**config.mk**
```make
export PLATFORM = sky130hd
export DESIGN_NAME = banner_writer
export DESIGN_NICKNAME = d
export VERILOG_FILES = /design/src/rtl/banner_writer.sv
export SDC_FILE = /design/constraint.sdc
export NUM_CORES = 1
export LEC_CHECK = 0
export ABC_AREA = 1
export BUFFER_PORTS_ARGS = -buffer_cell sky130_fd_sc_hd__buf_4
export CAP_MARGIN = 20
export CORE_AREA = 2 2 140 142
export CTS_CLUSTER_DIAMETER = 200
export CTS_CLUSTER_SIZE = 20
export DETAILED_ROUTE_END_ITERATION = 8
export DIE_AREA = 0 0 142 144
export GPL_ROUTABILITY_DRIVEN = 1
export PLACE_DENSITY = 0.71
export SLEW_MARGIN = 0
export SYNTH_ARGS = -nofsm -noshare
export SYNTH_HDL_FRONTEND = slang
export SYNTH_SLANG_ARGS = --single-unit
```
**constraint.sdc**
```tcl
create_clock -name clk -period 9.9 [get_ports clk]
set_input_delay 0.99 -clock clk [delete_from_list [all_inputs] [get_ports clk]]
set_output_delay 0.99 -clock clk [all_outputs]
set_load 0.01 [all_outputs]
```
**src/rtl/banner_writer.sv**
```systemverilog
// banner_writer: fills clipped rectangles in the 1-bit row-major banner RAM, one write per clock.
// Optional feature macro: BANNER_WRITER_PATTERN_EN (cmd_pat selects an 8x8 checker fill).
module banner_writer #(
    parameter int IMG_W = 1440,
    parameter int IMG_H = 100,
    parameter int AW    = 18
) (
    input  logic          clk,
    input  logic          rst,
    input  logic          cmd_valid,
    output logic          cmd_ready,
    input  logic [10:0]   cmd_x0,
    input  logic [10:0]   cmd_y0,
    input  logic [10:0]   cmd_w,
    input  logic [10:0]   cmd_h,
    input  logic          cmd_bit,
    input  logic          cmd_pat,
    output logic          wr_en,
    output logic [AW-1:0] wr_addr,
    output logic          wr_data,
    output logic          busy,
    output logic          done
);

    localparam logic [11:0]   W12  = 12'(IMG_W);
    localparam logic [11:0]   H12  = 12'(IMG_H);
    localparam logic [AW-1:0] W_AW = AW'(IMG_W);

    typedef enum logic [1:0] {
        IDLE  = 2'd0,
        SETUP = 2'd1,
        WRITE = 2'd2,
        DONE  = 2'd3
    } state_t;

    state_t        state_r;
    state_t        state_s;

    logic [10:0]   x0_r;
    logic [10:0]   y0_r;
    logic [10:0]   w_r;
    logic [10:0]   h_r;
    logic          bit_r;
    logic [11:0]   xe_r;
    logic [11:0]   ye_r;
    logic [10:0]   x_r;
    logic [10:0]   y_r;
    logic [AW-1:0] row_base_r;

    logic          cmd_ready_r;
    logic          wr_en_r;
    logic [AW-1:0] wr_addr_r;
    logic          wr_data_r;
    logic          busy_r;
    logic          done_r;

    logic          cmd_ready_s;
    logic          wr_en_s;
    logic [AW-1:0] wr_addr_s;
    logic          wr_data_s;
    logic          busy_s;
    logic          done_s;

    logic          accept_s;
    logic [11:0]   sum_x_s;
    logic [11:0]   sum_y_s;
    logic [11:0]   xe_s;
    logic [11:0]   ye_s;
    logic          empty_s;
    logic          row_end_s;
    logic          last_s;
    logic          pix_s;

    assign accept_s = cmd_valid & cmd_ready_r;

    // Clip window and empty-rectangle detection from the captured command (12-bit sums never wrap)
    always_comb begin
        sum_x_s = {1'b0, x0_r} + {1'b0, w_r};
        sum_y_s = {1'b0, y0_r} + {1'b0, h_r};
        if (sum_x_s > W12) begin
            xe_s = W12;
        end else begin
            xe_s = sum_x_s;
        end
        if (sum_y_s > H12) begin
            ye_s = H12;
        end else begin
            ye_s = sum_y_s;
        end
        empty_s = ({1'b0, x0_r} >= W12) | ({1'b0, y0_r} >= H12) |
                  (w_r == 11'd0) | (h_r == 11'd0);
    end

    // Scan position tests against the clipped right/bottom edges
    always_comb begin
        row_end_s = (({1'b0, x_r} + 12'd1) == xe_r);
        last_s    = row_end_s & (({1'b0, y_r} + 12'd1) == ye_r);
    end

`ifdef BANNER_WRITER_PATTERN_EN
    logic pat_r;

    function automatic logic fill_bit(input logic b, input logic p,
                                      input logic [10:0] x, input logic [10:0] y);
        if (p) begin
            return b ^ x[3] ^ y[3];
        end else begin
            return b;
        end
    endfunction

    // Pattern select is captured alongside the other command fields
    always_ff @(posedge clk) begin
        if (rst) begin
            pat_r <= 1'b0;
        end else if (accept_s) begin
            pat_r <= cmd_pat;
        end else begin
            pat_r <= pat_r;
        end
    end

    // Checker fill uses absolute pixel coordinates
    always_comb begin
        pix_s = fill_bit(bit_r, pat_r, x_r, y_r);
    end
`else
    logic unused_pat_s;
    assign unused_pat_s = cmd_pat;

    // Plain fill: every pixel takes the command bit
    always_comb begin
        pix_s = bit_r;
    end
`endif

    // State register
    always_ff @(posedge clk) begin
        if (rst) begin
            state_r <= IDLE;
        end else begin
            state_r <= state_s;
        end
    end

    // Next-state logic
    always_comb begin
        state_s = state_r;
        case (state_r)
            IDLE: begin
                if (accept_s) begin
                    state_s = SETUP;
                end else begin
                    state_s = IDLE;
                end
            end
            SETUP: begin
                if (empty_s) begin
                    state_s = DONE;
                end else begin
                    state_s = WRITE;
                end
            end
            WRITE: begin
                if (last_s) begin
                    state_s = DONE;
                end else begin
                    state_s = WRITE;
                end
            end
            DONE:    state_s = IDLE;
            default: state_s = IDLE;
        endcase
    end

    // Next values of the registered outputs; they trail the FSM by one cycle
    always_comb begin
        cmd_ready_s = (state_r == IDLE) & ~accept_s;
        busy_s      = accept_s | (state_r != IDLE);
        done_s      = (state_r == DONE);
        if (state_r == WRITE) begin
            wr_en_s   = 1'b1;
            wr_addr_s = row_base_r + AW'(x_r);
            wr_data_s = pix_s;
        end else begin
            wr_en_s   = 1'b0;
            wr_addr_s = '0;
            wr_data_s = 1'b0;
        end
    end

    // Output registers
    always_ff @(posedge clk) begin
        if (rst) begin
            cmd_ready_r <= 1'b1;
            wr_en_r     <= 1'b0;
            wr_addr_r   <= '0;
            wr_data_r   <= 1'b0;
            busy_r      <= 1'b0;
            done_r      <= 1'b0;
        end else begin
            cmd_ready_r <= cmd_ready_s;
            wr_en_r     <= wr_en_s;
            wr_addr_r   <= wr_addr_s;
            wr_data_r   <= wr_data_s;
            busy_r      <= busy_s;
            done_r      <= done_s;
        end
    end

    // Command capture and scan datapath; the row base steps by IMG_W instead of multiplying per row
    always_ff @(posedge clk) begin
        if (rst) begin
            x0_r       <= 11'd0;
            y0_r       <= 11'd0;
            w_r        <= 11'd0;
            h_r        <= 11'd0;
            bit_r      <= 1'b0;
            xe_r       <= 12'd0;
            ye_r       <= 12'd0;
            x_r        <= 11'd0;
            y_r        <= 11'd0;
            row_base_r <= '0;
        end else if (accept_s) begin
            x0_r  <= cmd_x0;
            y0_r  <= cmd_y0;
            w_r   <= cmd_w;
            h_r   <= cmd_h;
            bit_r <= cmd_bit;
        end else begin
            case (state_r)
                SETUP: begin
                    xe_r       <= xe_s;
                    ye_r       <= ye_s;
                    x_r        <= x0_r;
                    y_r        <= y0_r;
                    row_base_r <= AW'(y0_r) * W_AW;
                end
                WRITE: begin
                    if (row_end_s) begin
                        x_r        <= x0_r;
                        y_r        <= y_r + 11'd1;
                        row_base_r <= row_base_r + W_AW;
                    end else begin
                        x_r        <= x_r + 11'd1;
                    end
                end
                default: begin
                    x_r <= x_r;
                end
            endcase
        end
    end

    assign cmd_ready = cmd_ready_r;
    assign wr_en     = wr_en_r;
    assign wr_addr   = wr_addr_r;
    assign wr_data   = wr_data_r;
    assign busy      = busy_r;
    assign done      = done_r;

endmodule

```
Word-level counts from Yosys, hierarchy flattened
Cells that the tools add are included.
Widths: inputs -> output; s select.
{"block": "classes", "div_mod_pow": 0, "n_shift": 0, "n_reduce_logical": 9, "eq_ne": 6, "n_addsub": 8, "order_cmp": 4, "mul": 1, "muxes": 13, "bitwise_logic": 9}
{"operator": "$pmux 11 s2", "count": 2}
{"operator": "$pmux 18 s2", "count": 1}
{"operator": "$add 11x1->12 const B", "count": 2}
{"operator": "$add 11x11->12", "count": 2}
{"operator": "$eq 12x12->1", "count": 2}
{"operator": "$mux 12", "count": 2}
{"operator": "$add 11x1->11 const B", "count": 2}
{"operator": "$logic_not 11->1", "count": 2}
{"operator": "$mux 11", "count": 2}
{"operator": "$add 18x11->18", "count": 1}
{"operator": "$add 18x11->18 const B", "count": 1}
{"operator": "$mux 18", "count": 1}
{"operator": "$mul 11x6->13 const B", "count": 1}
{"operator": "$gt 12x11->1 const B", "count": 1}
{"operator": "$gt 12x7->1 const B", "count": 1}
{"operator": "$ge 11x11->1 const B", "count": 1}
{"operator": "$ge 11x7->1 const B", "count": 1}
{"operator": "$pmux 2 s4", "count": 1}
{"operator": "$eq 2x2->1 const B", "count": 2}
{"operator": "$mux 1", "count": 4}
{"operator": "$or 1x1->1", "count": 4}
{"operator": "$reduce_and 2->1", "count": 2}
{"operator": "$reduce_bool 2->1", "count": 2}
{"operator": "$and 1x1->1", "count": 3}
{"operator": "other kinds (6)", "count": 7}
{"block": "totals", "n_memories": 0, "in_bits": 49, "output_inout_bits": 23, "wordCells": 67, "reg_bits": 134, "latchBits": 0, "mem_bits_ro": 0, "ram_bits": 0}

Logic depth before layout (Yosys ltp)
{"block": "logic_depth", "depth_word": 6, "depth_mapped": 17, "mapped_depth_nobuf": 17}

Least setup slack after synthesis
Ideal clock, no wire load.
{"block": "synth_timing", "kind": "reg2reg", "from": "register y0_r[6]", "to": "register row_base_r[16]", "required_ns": 9.786, "n_path_buf": 0, "t_arrival_ns": 3.024, "setup_time_ns": 0.114, "synth_period_minus_slack_ns": 3.138, "slack_ns": 6.762, "stages_incl_launch_ff": 16, "path_cell_list": "dfxtp_1 ha_1 inv_1 fa_1 fa_1 inv_1 ha_1 a21oi_1 inv_1 a31oi_1 o21ai_0 nand2_1 nand2_1 or2_2 a21oi_1 nor2_1"}
{"block": "synth_via", "elab_chain_cells": 2}
{"item": "from (decl)", "line": "40", "rtl": "logic [10:0] y0_r;"}
{"item": "from (signal assigned)", "line": "226", "rtl": "y0_r <= cmd_y0;"}
{"item": "$mul 11x6->13", "line": "237", "rtl": "row_base_r <= AW'(y0_r) * W_AW;"}
{"item": "$pmux 18 s2", "line": "231", "rtl": "case (state_r)"}
{"item": "to (signal assigned)", "line": "237"}
{"item": "to (signal assigned)", "line": "243", "rtl": "row_base_r <= row_base_r + W_AW;"}
{"item": "to (decl)", "line": "48", "rtl": "logic [AW-1:0] row_base_r;"}
No other way between the ends.
A chain may end at the register's enable or synchronous reset.

Worst setup path after layout
Ends and elaborated chain as after synthesis.

==> results.py <==
metrics = {
    "sta": {
        "finalSetupTns_ns": 0,
        "rsz0062_at_grt": "no",
        "fmax_mhz": 283,
        "clock_skew_ns": 0.0103,
        "drv_slew": 0,
        "hold_viol_final": 0,
        "fin_crit_ns": 3.54,
        "setup_viol": 0,
        "period_share": 0.358,
        "slew_headroom": 0.348,
        "worst_pin_slew_ns": 0.977,
    },
    "synth": {
        "synth_enable_flop_cells": 0,
        "synth_seq_area_share": 0.316,
        "synth_flop_cell": "dfxtp_1",
        "synthArstFlopShare": 0,
        "synth_cell_types": 40,
        "synthesis.area_um2": 8170,
        "synth.net_count": 1325,
        "synth_area_per_cell_um2": 6.80,
        "synth_seq_cells": 129,
        "synth_warnings": 0,
        "netlist_instances": 1202,
    },
    "clock_network": {
        "post_cts_resized": 0,
        "holdBufCountCts": 0,
        "clock-root-buffer": "clkbuf_16",
        "clk_latency_ns": 0.42,
        "cts_tree": "built",
        "clk_pin_slew_worst_paths_ns": 0.06,
        "cts_sinks": 129,
        "cts-buffers-inserted": 17,
        "htree_levels": 4,
        "post_cts_buffers": 0,
        "clockBufferDepth": 2,
    },
    "worst_setup_path": {
        "crit_chain": "ha_1 > inv_1 > fa_1 > fa_1 > inv_1 > ha_1 > nand3_1 > nand3_1 > a31oi_1 > o21ai_0 > nand2_1 > nand2_1 > or2_2 > a21oi_1 > nor2_1",
        "cpMaxStageDelayCell": "dfxtp_1",
        "cp-start-kind": "flip-flop",
        "critPathKind": "reg2reg",
        "crit_path_max_fanout": 6,
        "worstPathArrival_ns": 3.85,
        "max_stage_delay_ns": 0.53,
        "end_kind": "flip-flop",
        "required_ns": 10.21,
    },
    "route": {
        "antenna_left": 0,
        "vias": 7689,
        "drc": 0,
        "wl_per_cell_um": 13.4,
        "routed_wl_um": 20100,
        "vias_per_cell": 5.11,
        "drt_iter0_drc": 350,
        "dr.pass1.iters": 5,
    },
    "global_routing": {
        "gr-total-overflow": 0,
        "grt_max_degree": 66,
        "grt_pass1_wl_um": 33100,
        "track_usage": 0.202,
        "antenna_found_initial": 0,
        "grt_pass1_vias": 7200,
    },
    "placed_design": {
        "dp_cells": 1473,
        "hpwl_um": 14300,
        "place.gp.congestion": 0.878,
        "io_buffers": 70,
    },
    "floorplanning": {
        "initial_utilization": 0.428,
        "fp.dieArea_um2": 20400,
        "core_um2": 19100,
        "die_h_um": 144,
        "rows": 51,
        "die_w_um": 142,
        "io_pins": 72,
    },
    "pwr": {
        "power_mw": 2.41,
        "power_density_nw_per_um2": 253,
        "seqPwrFrac": 0.299,
        "pwr-share-comb": 0.410,
        "p_int_mw": 1.44,
        "irDropWorstVdd_mv": 0.145,
        "switchingPower_mw": 0.971,
        "p_leak_nw": 4.28,
        "pwr-share-clk": 0.291,
        "swShare": 0.403,
    },
    "job": {
        "drv_cap": 0,
    },
    "layout": {
        "area_growth_pct": 16.4,
        "stdcell_count": 1506,
        "final_util": 0.498,
        "antenna_cells": 0,
        "layout-drive-gt1-share": 0.0994,
        "nets": 1378,
    },
    "run_status": {
        "status": "completed",
    },
    "hold_path": {
        "hold_class": "reg2reg",
    },
}
## cell usage after synthesis (all sizes together), types with 17 or more instances
library cell	count	area share
a21oi	105	0.066
clkbuf	34	0.016
dfxtp	129	0.32
fa	17	0.042
ha	57	0.087
inv	160	0.073
nand2	262	0.12
nand3	95	0.058
nor2	147	0.070
nor3	17	0.010
o21ai	92	0.056
xnor2	18	0.019
## logic make-up after synthesis
kind of cell | count (synthesis) | synth area share
simple gates | 549 | 0.285
compound gates | 215 | 0.138
buf+inv | 203 | 0.0981
flops | 129 | 0.316
fa+ha+maj | 74 | 0.129
xor+xnor | 31 | 0.0332
mux | 1 | 0.00122
## power by group through the flow
stage	clock (mW)	combinational, mW	sequential (mW)
detailed placement	0	0.973	0.728
floorplan	0	0.781	0.697
finish	0.702	0.987	0.721
global placement	0	0.954	0.727
CTS	0.711	0.983	0.719
global route	0.734	1.13	0.735
## per-stage QoR
step	cell area (µm²)	hold WS [ns]	setup WS (ns)
after floorplan	8170	0.416	6.76
after global placement	8840	0.438	6.06
after detailed placement	8840	0.442	5.99
after CTS	9490	0.450	6.36
after global routing	9510	0.474	6.17
final	9510	0.446	6.36
## state kept, by name, indices dropped and copies added, names as in the netlist
signal      cells
busy            1
xe_r           12
h_r            11
wr_en           1
wr_addr        18
ye_r           12
row_base_r     13
done            1
w_r            11
state_r         2
y_r            11
wr_data         1
bit_r           1
cmd_ready       1
x0_r           11
x_r            11
y0_r           11
## layer usage
metal  up-vias  global-route usage  part of all wire
met3        30              0.0430             0.050
li1       3992                   -                 -
met4         0              0.0732             0.017
met2       213               0.342              0.46
met5         -                   0                 0
met1      3454               0.254              0.47
## worst max-delay path, delay by kind of cell (launching register included)
family                   cells  cell delay (ns)
adder cells (fa/ha/maj)      4             1.60
AND/OR/NAND/NOR              6             0.65
AO/OA/AOI/OAI                3             0.47
flip-flops                   1             0.53
buffers and inverters        2             0.18
## path summary, 6_finish.rpt
kind | to | cells after the start | slack [ns] | start
setup reg to reg | row_base_r[16]$_SDFFE_PP0P_ | 15 | 6.36 | y0_r[6]$_SDFFE_PP0P_
setup / recovery | row_base_r[16]$_SDFFE_PP0P_ | 15 | 6.36 | y0_r[6]$_SDFFE_PP0P_
hold / removal | ye_r[7]$_SDFFE_PP0P_ | 2 | 0.45 | ye_r[7]$_SDFFE_PP0P_
hold reg to reg | ye_r[7]$_SDFFE_PP0P_ | 2 | 0.45 | ye_r[7]$_SDFFE_PP0P_
## cells in the final DEF (no fill, tap or decap), types with 2 or more instances in the layout
cell | Yosys | layout
a21o_1 | 2 | 2
a21oi_1 | 102 | 102
a21oi_2 | 3 | 3
a31oi_1 | 4 | 4
buf_4 | 0 | 75
bufinv_16 | 0 | 5
clkbuf_1 | 34 | 2
clkbuf_16 | 0 | 17
clkinv_4 | 0 | 2
clkinvlp_4 | 0 | 2
dfxtp_1 | 129 | 129
fa_1 | 17 | 17
ha_1 | 57 | 57
inv_1 | 158 | 158
inv_2 | 2 | 2
inv_6 | 0 | 2
nand2_1 | 256 | 255
nand2_2 | 4 | 5
nand2_4 | 2 | 2
nand3_1 | 95 | 95
nand3b_1 | 7 | 7
nand4_1 | 10 | 10
nor2_1 | 143 | 143
nor2_2 | 2 | 2
nor2_4 | 2 | 2
nor3_1 | 17 | 17
nor4_1 | 4 | 4
o211ai_1 | 3 | 3
o21ai_0 | 90 | 90
o21ai_1 | 2 | 2
o21bai_1 | 4 | 4
o22ai_1 | 2 | 2
or2_2 | 4 | 4
xnor2_1 | 18 | 18
xor2_1 | 13 | 13
## final cells by class
class	count	area (µm²)
well taps	238	298
clock buffers	20	447
repair buffers	76	583
flip-flops and latches	129	2580
multi-input cells	870	4790
inverters	161	604
clock inverters	12	205
fillers	1898	9570
Note: power is estimated with default switching activity, not from simulation.
